### src/rtl/pipeline_ctrl.sv
// Pipeline sequencer for the 5-stage core.
// Drives the PC enable and the stage-register controls.
// Resolves load-use hazards, taken-branch flushes and data-memory wait states.
// A wait-state watchdog freezes the pipeline on a memory timeout.
// Stall and flush activity is counted for performance monitoring.
//
// state    | meaning
// ---------+-----------------------------------------------------------
// BOOT     | first cycle after reset, pipeline filled with bubbles
// RUN      | normal operation, controls decoded from hazard inputs
// MEM_WAIT | data memory is inserting wait states, watchdog counting
// FAULT    | memory timeout, pipeline frozen until reset
module pipeline_ctrl #(
  parameter int unsigned MEM_TIMEOUT = 16
) (
  input  logic        clk,
  input  logic        rst,
  input  logic [4:0]  id_rs1,
  input  logic [4:0]  id_rs2,
  input  logic        id_uses_rs1,
  input  logic        id_uses_rs2,
  input  logic [4:0]  ex_rd,
  input  logic        ex_is_load,
  input  logic        ex_branch_taken,
  input  logic        ma_mem_access,
  input  logic        mem_ready,
  output logic        pc_ena,
  output logic [1:0]  ifid_ctl,
  output logic [1:0]  idex_ctl,
  output logic [1:0]  exma_ctl,
  output logic        ena_mawb,
  output logic        mem_fault,
  output logic [31:0] stall_cycles,
  output logic [31:0] flush_count
);

  localparam logic [1:0] CTL_FLUSH = 2'b00;
  localparam logic [1:0] CTL_LOAD  = 2'b01;
  localparam logic [1:0] CTL_HOLD  = 2'b10;

  // The stall that would make the count reach MEM_TIMEOUT goes to FAULT instead.
  localparam logic [7:0] WAIT_LAST = 8'(MEM_TIMEOUT - 1);

  typedef enum logic [1:0] {
    BOOT     = 2'd0,
    RUN      = 2'd1,
    MEM_WAIT = 2'd2,
    FAULT    = 2'd3
  } state_t;

  state_t     state;
  state_t     state_nxt;
  logic [7:0] wait_cnt;

  logic mem_stall;
  logic load_use;
  logic active;
  logic stall_inc;
  logic flush_inc;

  assign mem_stall = ma_mem_access & ~mem_ready;
  assign load_use  = ex_is_load & (ex_rd != 5'd0) &
                     ((id_uses_rs1 & (id_rs1 == ex_rd)) |
                      (id_uses_rs2 & (id_rs2 == ex_rd)));
  assign active    = (state == RUN) || (state == MEM_WAIT);

  // A memory stall masks any branch or load-use hazard until the stall clears.
  assign stall_inc = active & (mem_stall | (~ex_branch_taken & load_use));
  assign flush_inc = active & ~mem_stall & ex_branch_taken;

  // FAULT is terminal, so the flag can come straight from the state.
  assign mem_fault = (state == FAULT);

  // State register.
  always_ff @(posedge clk or posedge rst) begin
    if (rst) state <= BOOT;
    else     state <= state_nxt;
  end

  // Next-state and Mealy pipeline controls, in hazard priority order.
  always_comb begin
    state_nxt = state;
    pc_ena    = 1'b0;
    ifid_ctl  = CTL_FLUSH;
    idex_ctl  = CTL_FLUSH;
    exma_ctl  = CTL_FLUSH;
    ena_mawb  = 1'b0;
    case (state)
      BOOT: begin
        state_nxt = RUN;
      end
      RUN, MEM_WAIT: begin
        if (mem_stall) begin
          state_nxt = (wait_cnt == WAIT_LAST) ? FAULT : MEM_WAIT;
          ifid_ctl  = CTL_HOLD;
          idex_ctl  = CTL_HOLD;
          exma_ctl  = CTL_HOLD;
        end else begin
          state_nxt = RUN;
          ena_mawb  = 1'b1;
          exma_ctl  = CTL_LOAD;
          if (ex_branch_taken) begin
            // ID holds a wrong-path instruction, so a load-use match is irrelevant.
            pc_ena = 1'b1;
          end else if (load_use) begin
            ifid_ctl = CTL_HOLD;
          end else begin
            pc_ena   = 1'b1;
            ifid_ctl = CTL_LOAD;
            idex_ctl = CTL_LOAD;
          end
        end
      end
      FAULT: begin
        ifid_ctl = CTL_HOLD;
        idex_ctl = CTL_HOLD;
        exma_ctl = CTL_HOLD;
      end
      default: begin
        state_nxt = BOOT;
      end
    endcase
  end

  // Watchdog: counts consecutive memory-stall cycles, clears on any other cycle.
  always_ff @(posedge clk or posedge rst) begin
    if (rst)                    wait_cnt <= 8'd0;
    else if (active & mem_stall) wait_cnt <= wait_cnt + 8'd1;
    else                        wait_cnt <= 8'd0;
  end

  // Performance counters, wrapping modulo 2^32.
  always_ff @(posedge clk or posedge rst) begin
    if (rst) begin
      stall_cycles <= 32'd0;
      flush_count  <= 32'd0;
    end else begin
      if (stall_inc) stall_cycles <= stall_cycles + 32'd1;
      if (flush_inc) flush_count  <= flush_count + 32'd1;
    end
  end

endmodule

### config.mk
export PLATFORM = sky130hd
export DESIGN_NAME = pipeline_ctrl
export DESIGN_NICKNAME = d
export VERILOG_FILES = /design/src/rtl/pipeline_ctrl.sv
export SDC_FILE = /design/constraint.sdc
export NUM_CORES = 1
export LEC_CHECK = 0
export CORE_MARGIN = 10
export CORE_UTILIZATION = 35
export CTS_CLUSTER_SIZE = 20
export DETAILED_ROUTE_END_ITERATION = 12
export DONT_BUFFER_PORTS = 1
export GPL_ROUTABILITY_DRIVEN = 1
export PLACE_DENSITY = 0.5
export SYNTH_ARGS = -nofsm -noshare
export SYNTH_HDL_FRONTEND = slang
export SYNTH_SLANG_ARGS = --single-unit
### constraint.sdc
create_clock -name clk -period 3.4 [get_ports clk]
set_input_delay 0.68 -clock clk [delete_from_list [all_inputs] [get_ports clk]]
set_output_delay 0.68 -clock clk [all_outputs]
set_load 0.05 [all_outputs]
### Word level (Yosys, flattened, before mapping)

Index checks and enable logic that the tools add are counted.

* equality and inequality tests: 6
* muxes and demuxes: 20
* divide/modulo/power cells: 0
* $mul: 0
* reductions and logical operators: 5
* shift-type cells: 0
* bitwise operators: 15
* add/subtract/negate cells: 3
* order comparisons: 0

Operators by type and width (number)
* $add A32 B1 Y32 const B: 2
* $pmux W2 S2: 4
* $mux W2: 6
* $and A1 B1 Y1: 10
* $eq A5 B5 Y1: 2
* $mux W1: 9
* $add A8 B1 Y8 const B: 1
* $eq A8 B4 Y1 const B: 1
* $mux W8: 1
* $reduce_bool A5 Y1: 1
* $eq A2 B2 Y1 const B: 2
* $not A1 Y1: 3
* $eq A2 B1 Y1 const B: 1
* $logic_not A2 Y1: 1
* $or A1 B1 Y1: 2
* $reduce_bool A2 Y1: 1
* $reduce_or A2 Y1: 1
* $logic_or A1 B1 Y1: 1

* output and inout bits: 73
* memory bits (writable): 0
* bits in read-only memories: 0
* input bits: 23
* bits in registers: 74
* bits in latches: 0
* memories kept: 0
* word-level logic and storage cells: 53

### Longest topological paths before layout

* depth after elaboration: 8
* gate-level depth with buffers: 8
* gate-level depth less buffers: 8

### Least setup slack after synthesis

OpenSTA, ideal clock, no wires.

* path type: input -> output
* from: input port ex_rd[1]
* to: output port ifid_ctl[0]
* required time: 2720 ps
* path slack: -351 ps
* buffers on the path: 1
* data arrival time: 3071 ps
* stages: 5
* cells stage by stage: or4_1 o21ai_2 and2b_1 nor3_1 buf_4

* word-level cells in the longest chain between the ends: 8
* elaborated cells on any way between the ends: 12
* classes of those cells: eq/ne: 2; mux: 4; bitwise: 5; reduce/logical: 1

RTL lines
* start: declaration: line 22 `input logic [4:0] ex_rd,`
* $eq A5 B5 Y1 (on tied branches): line 63, 64
* $and A1 B1 Y1 (on tied branches): line 63, 64
* $or A1 B1 Y1: line 63 `((id_uses_rs1 & (id_rs1 == ex_rd)) |`
* $and A1 B1 Y1 *: line 62 `assign load_use = ex_is_load & (ex_rd != 5'd0) &`
* $mux W2 *: line 105 `end else if (load_use) begin`
* $mux W2 *: line 102 `if (ex_branch_taken) begin`
* $mux W2 *: line 93 `if (mem_stall) begin`
* $pmux W2 S2 *: line 88 `case (state)`
* end: declaration: line 28 `output logic [1:0] ifid_ctl,`

Every way passes the cells marked *; elsewhere a longest branch is shown, timed or not.

### Final worst setup path

Ends and elaborated chain as after synthesis.

==> run metrics <==
CTS H-tree depth=3; flops & latches, synth=74; initial drt markers=about 110; sequential-to-total area share from yosys stat=0.518; clock root cell=clkbuf_8; Mapped Nets=~360; Power per Cell Area=between 400 and 500 mW/mm²; worst stage delay on the critical path=roughly 540 ps; Async SR Flop Fraction=1.00; core area=approximately 0.01 mm²; worst-skew pair later-pin latency=between 300 and 400 ps; initial core utilization=0.362; # IOs=96; DP HPWL=between 6000 and 7000 µm; CP top delay family=simple AND/OR/NAND/NOR gates; Setup CP Type=in2out; Critical Path Sink Type=output port; VDD IR max=218 µV; area taken by multi-input logic gates=0.00166 mm²; DIE AREA=0.0146 mm²; DP Area=around 0.0038 mm²; first-pass GRT wire length=approximately 14000 µm; fin crit share=0.831; Tmin final=2820 ps; slowest CP cell=or4_1; Final Cell Area=0.00406 mm²; Die Y=about 120 µm; cells on worst reg2reg path=6; Residual DRC=0; number of flops mapped to enable cells by yosys=0; pre-CTS WS=568 ps; Worst-path clk slew=approximately 80 ps; Resized Gates After CTS=0; GRT overflow=0; ANT cells=0; GR Layer Usage met2=0.181; WP buf/inv=1; 1st-pass router iterations=4; vias=around 2400; RSZ-0062 raised after global routing=false; routed len/inst=16.9 µm; Setup Fix Bufs, Post-CTS=0; final setup vio count=0; area occupied by registers=0.00185 mm²; final RePlAce weighted congestion=about 0.73; Synth Flop Type=dfrtp_1; Layout Nets=375; Mapped Cells=329; post-synthesis cell area=about 0.0036 mm²; TritonCTS buffer count=9; Relative slew margins=0.395; via/cell ratio=~4.9; max_cap viols=0; pin count of the biggest net entering global routing=42; CP Max Fanout=4; Cell variety after synth=37; GRT Util Overall=0.116; Slew Viols, Final=0; WP depth=5; vias in the first global route=2533; Fillers=just under 1000; Sink Count=74; CTS tree=done; Most Crowded Layer GR=met2; worst hold path class=in2async; clock skew=12.4 ps; CP arrival=between 2000 and 2500 ps; Slew @ Worst Pin=roughly 910 ps; worst path cell trace=or4_1 > o21ai_2 > and2b_1 > nor3_4 > buf_4; row count=36; synth warn=0; WP data required=~2700 ps; FMAX=~0.35 GHz; share of cells above drive strength 1=0.123; Synth-to-Final Area Change=13.5%; overall die width=121 µm; clk buf depth=2; final wirelength=between 8000 and 9000 µm; critical path startpoint category=input port; setup TNS=0 ps; PortBufs=0; status=finished clean; met1 Usage GRT=0.135; final worst slack=between 500 and 600 ps; initial antenna violation count=0; Hold-fix buffers, CTS=0; Final Hold Vio Count=0; grt met3 use=0.0619; synthesized area per cell=10.9 µm²; post-route ant nets=0; leakage power=a little under 2 nW
==> power breakdown <==
group	internal (mW)	switching, mW
registers	0.880	0.00750
clock network	0.491	0.341
logic	0.0150	0.0272
total	1.39	0.376
==> synthesized netlist by cell type (4+ instances only) <==
cell type | count | area [µm²]
dfrtp_1 | 74 | 1850
xnor2_1 | 43 | 377
xor2_1 | 35 | 307
nand2_1 | 28 | 105
nor2_1 | 25 | 93.8
nand3_1 | 22 | 110
and3_1 | 17 | 106
nor3_1 | 14 | 70.1
nand4_1 | 9 | 56.3
inv_1 | 8 | 30.0
nor3b_1 | 7 | 52.6
ha_1 | 6 | 75.1
a21oi_1 | 5 | 25.0
and4_1 | 5 | 43.8
buf_4 | 4 | 30.0
==> flip-flops by register name, summed over array words and instances (netlist names) <==
register      flops
flush_count      32
stall_cycles     32
wait_cnt          8
state             2
==> worst paths after layout <==
check,startpoint,slack [ps],to
max,ex_rd[1],580,ifid_ctl[0]
min in group clk,wait_cnt[0],450,wait_cnt[0]
min reg2reg,wait_cnt[0],450,wait_cnt[0]
max reg2reg,flush_count[9],960,flush_count[22]
min,rst,410,flush_count[29]
max in group asynchronous,rst,2310,stall_cycles[22]
==> per-stage QoR <==
| step | hold WS, ps | std cells | util | power, mW |
|---|---|---|---|---|
| floorplan | 425 | 329 | - | 0.937 |
| global placement | 445 | 468 | 0.387 | 0.950 |
| detailed placement | 452 | 468 | 0.387 | 0.950 |
| CTS | 436 | 484 | 0.411 | 1.79 |
| global route | 463 | 484 | 0.411 | 1.83 |
| finish | 407 | 484 | 0.411 | 1.76 |
==> final cells by class <==
cell class	count	area share
timing repair buffer	13	0.0272
clock inverter	6	0.0278
clock buffer	10	0.0315
inverter	8	0.00741
sequential	74	0.457
tap	133	0.0410
multi-input combinational	240	0.409
==> logic make-up after synthesis <==
kind of cell               after synthesis  share of synthesized area
and+or+nand+nor                        143                      0.218
xor gates and xnor gates                78                      0.191
DFF                                     74                      0.518
buffers and inverters                   15                     0.0221
AOI/OAI and AO/OA                       11                     0.0231
adders and majority gates                6                     0.0210
muxes                                    2                    0.00630
==> routing by layer <==
layer	wire, µm	share of wire
met4	78	0.0095
met5	0	0
met3	815	0.10
met2	3960	0.48
met1	3320	0.41
==> layout by cell type, fill, tap and decap left out, types with 2 or more instances in the layout <==
cell       synthesis  layout
a21oi_1            5       4
and2_1             2       2
and3_1            17      17
and4_1             5       5
buf_4              4      12
bufinv_16          0       3
clkbuf_8           0       9
dfrtp_1           74      74
ha_1               6       6
inv_1              8       7
mux2_2             2       2
nand2_1           28      28
nand2b_1           2       2
nand3_1           22      22
nand4_1            9       9
nor2_1            25      25
nor3_1            14      13
nor3b_1            7       7
nor4b_2            2       2
xnor2_1           43      43
xor2_1            35      35
No activity file was read; power rests on OpenSTA's default activity.
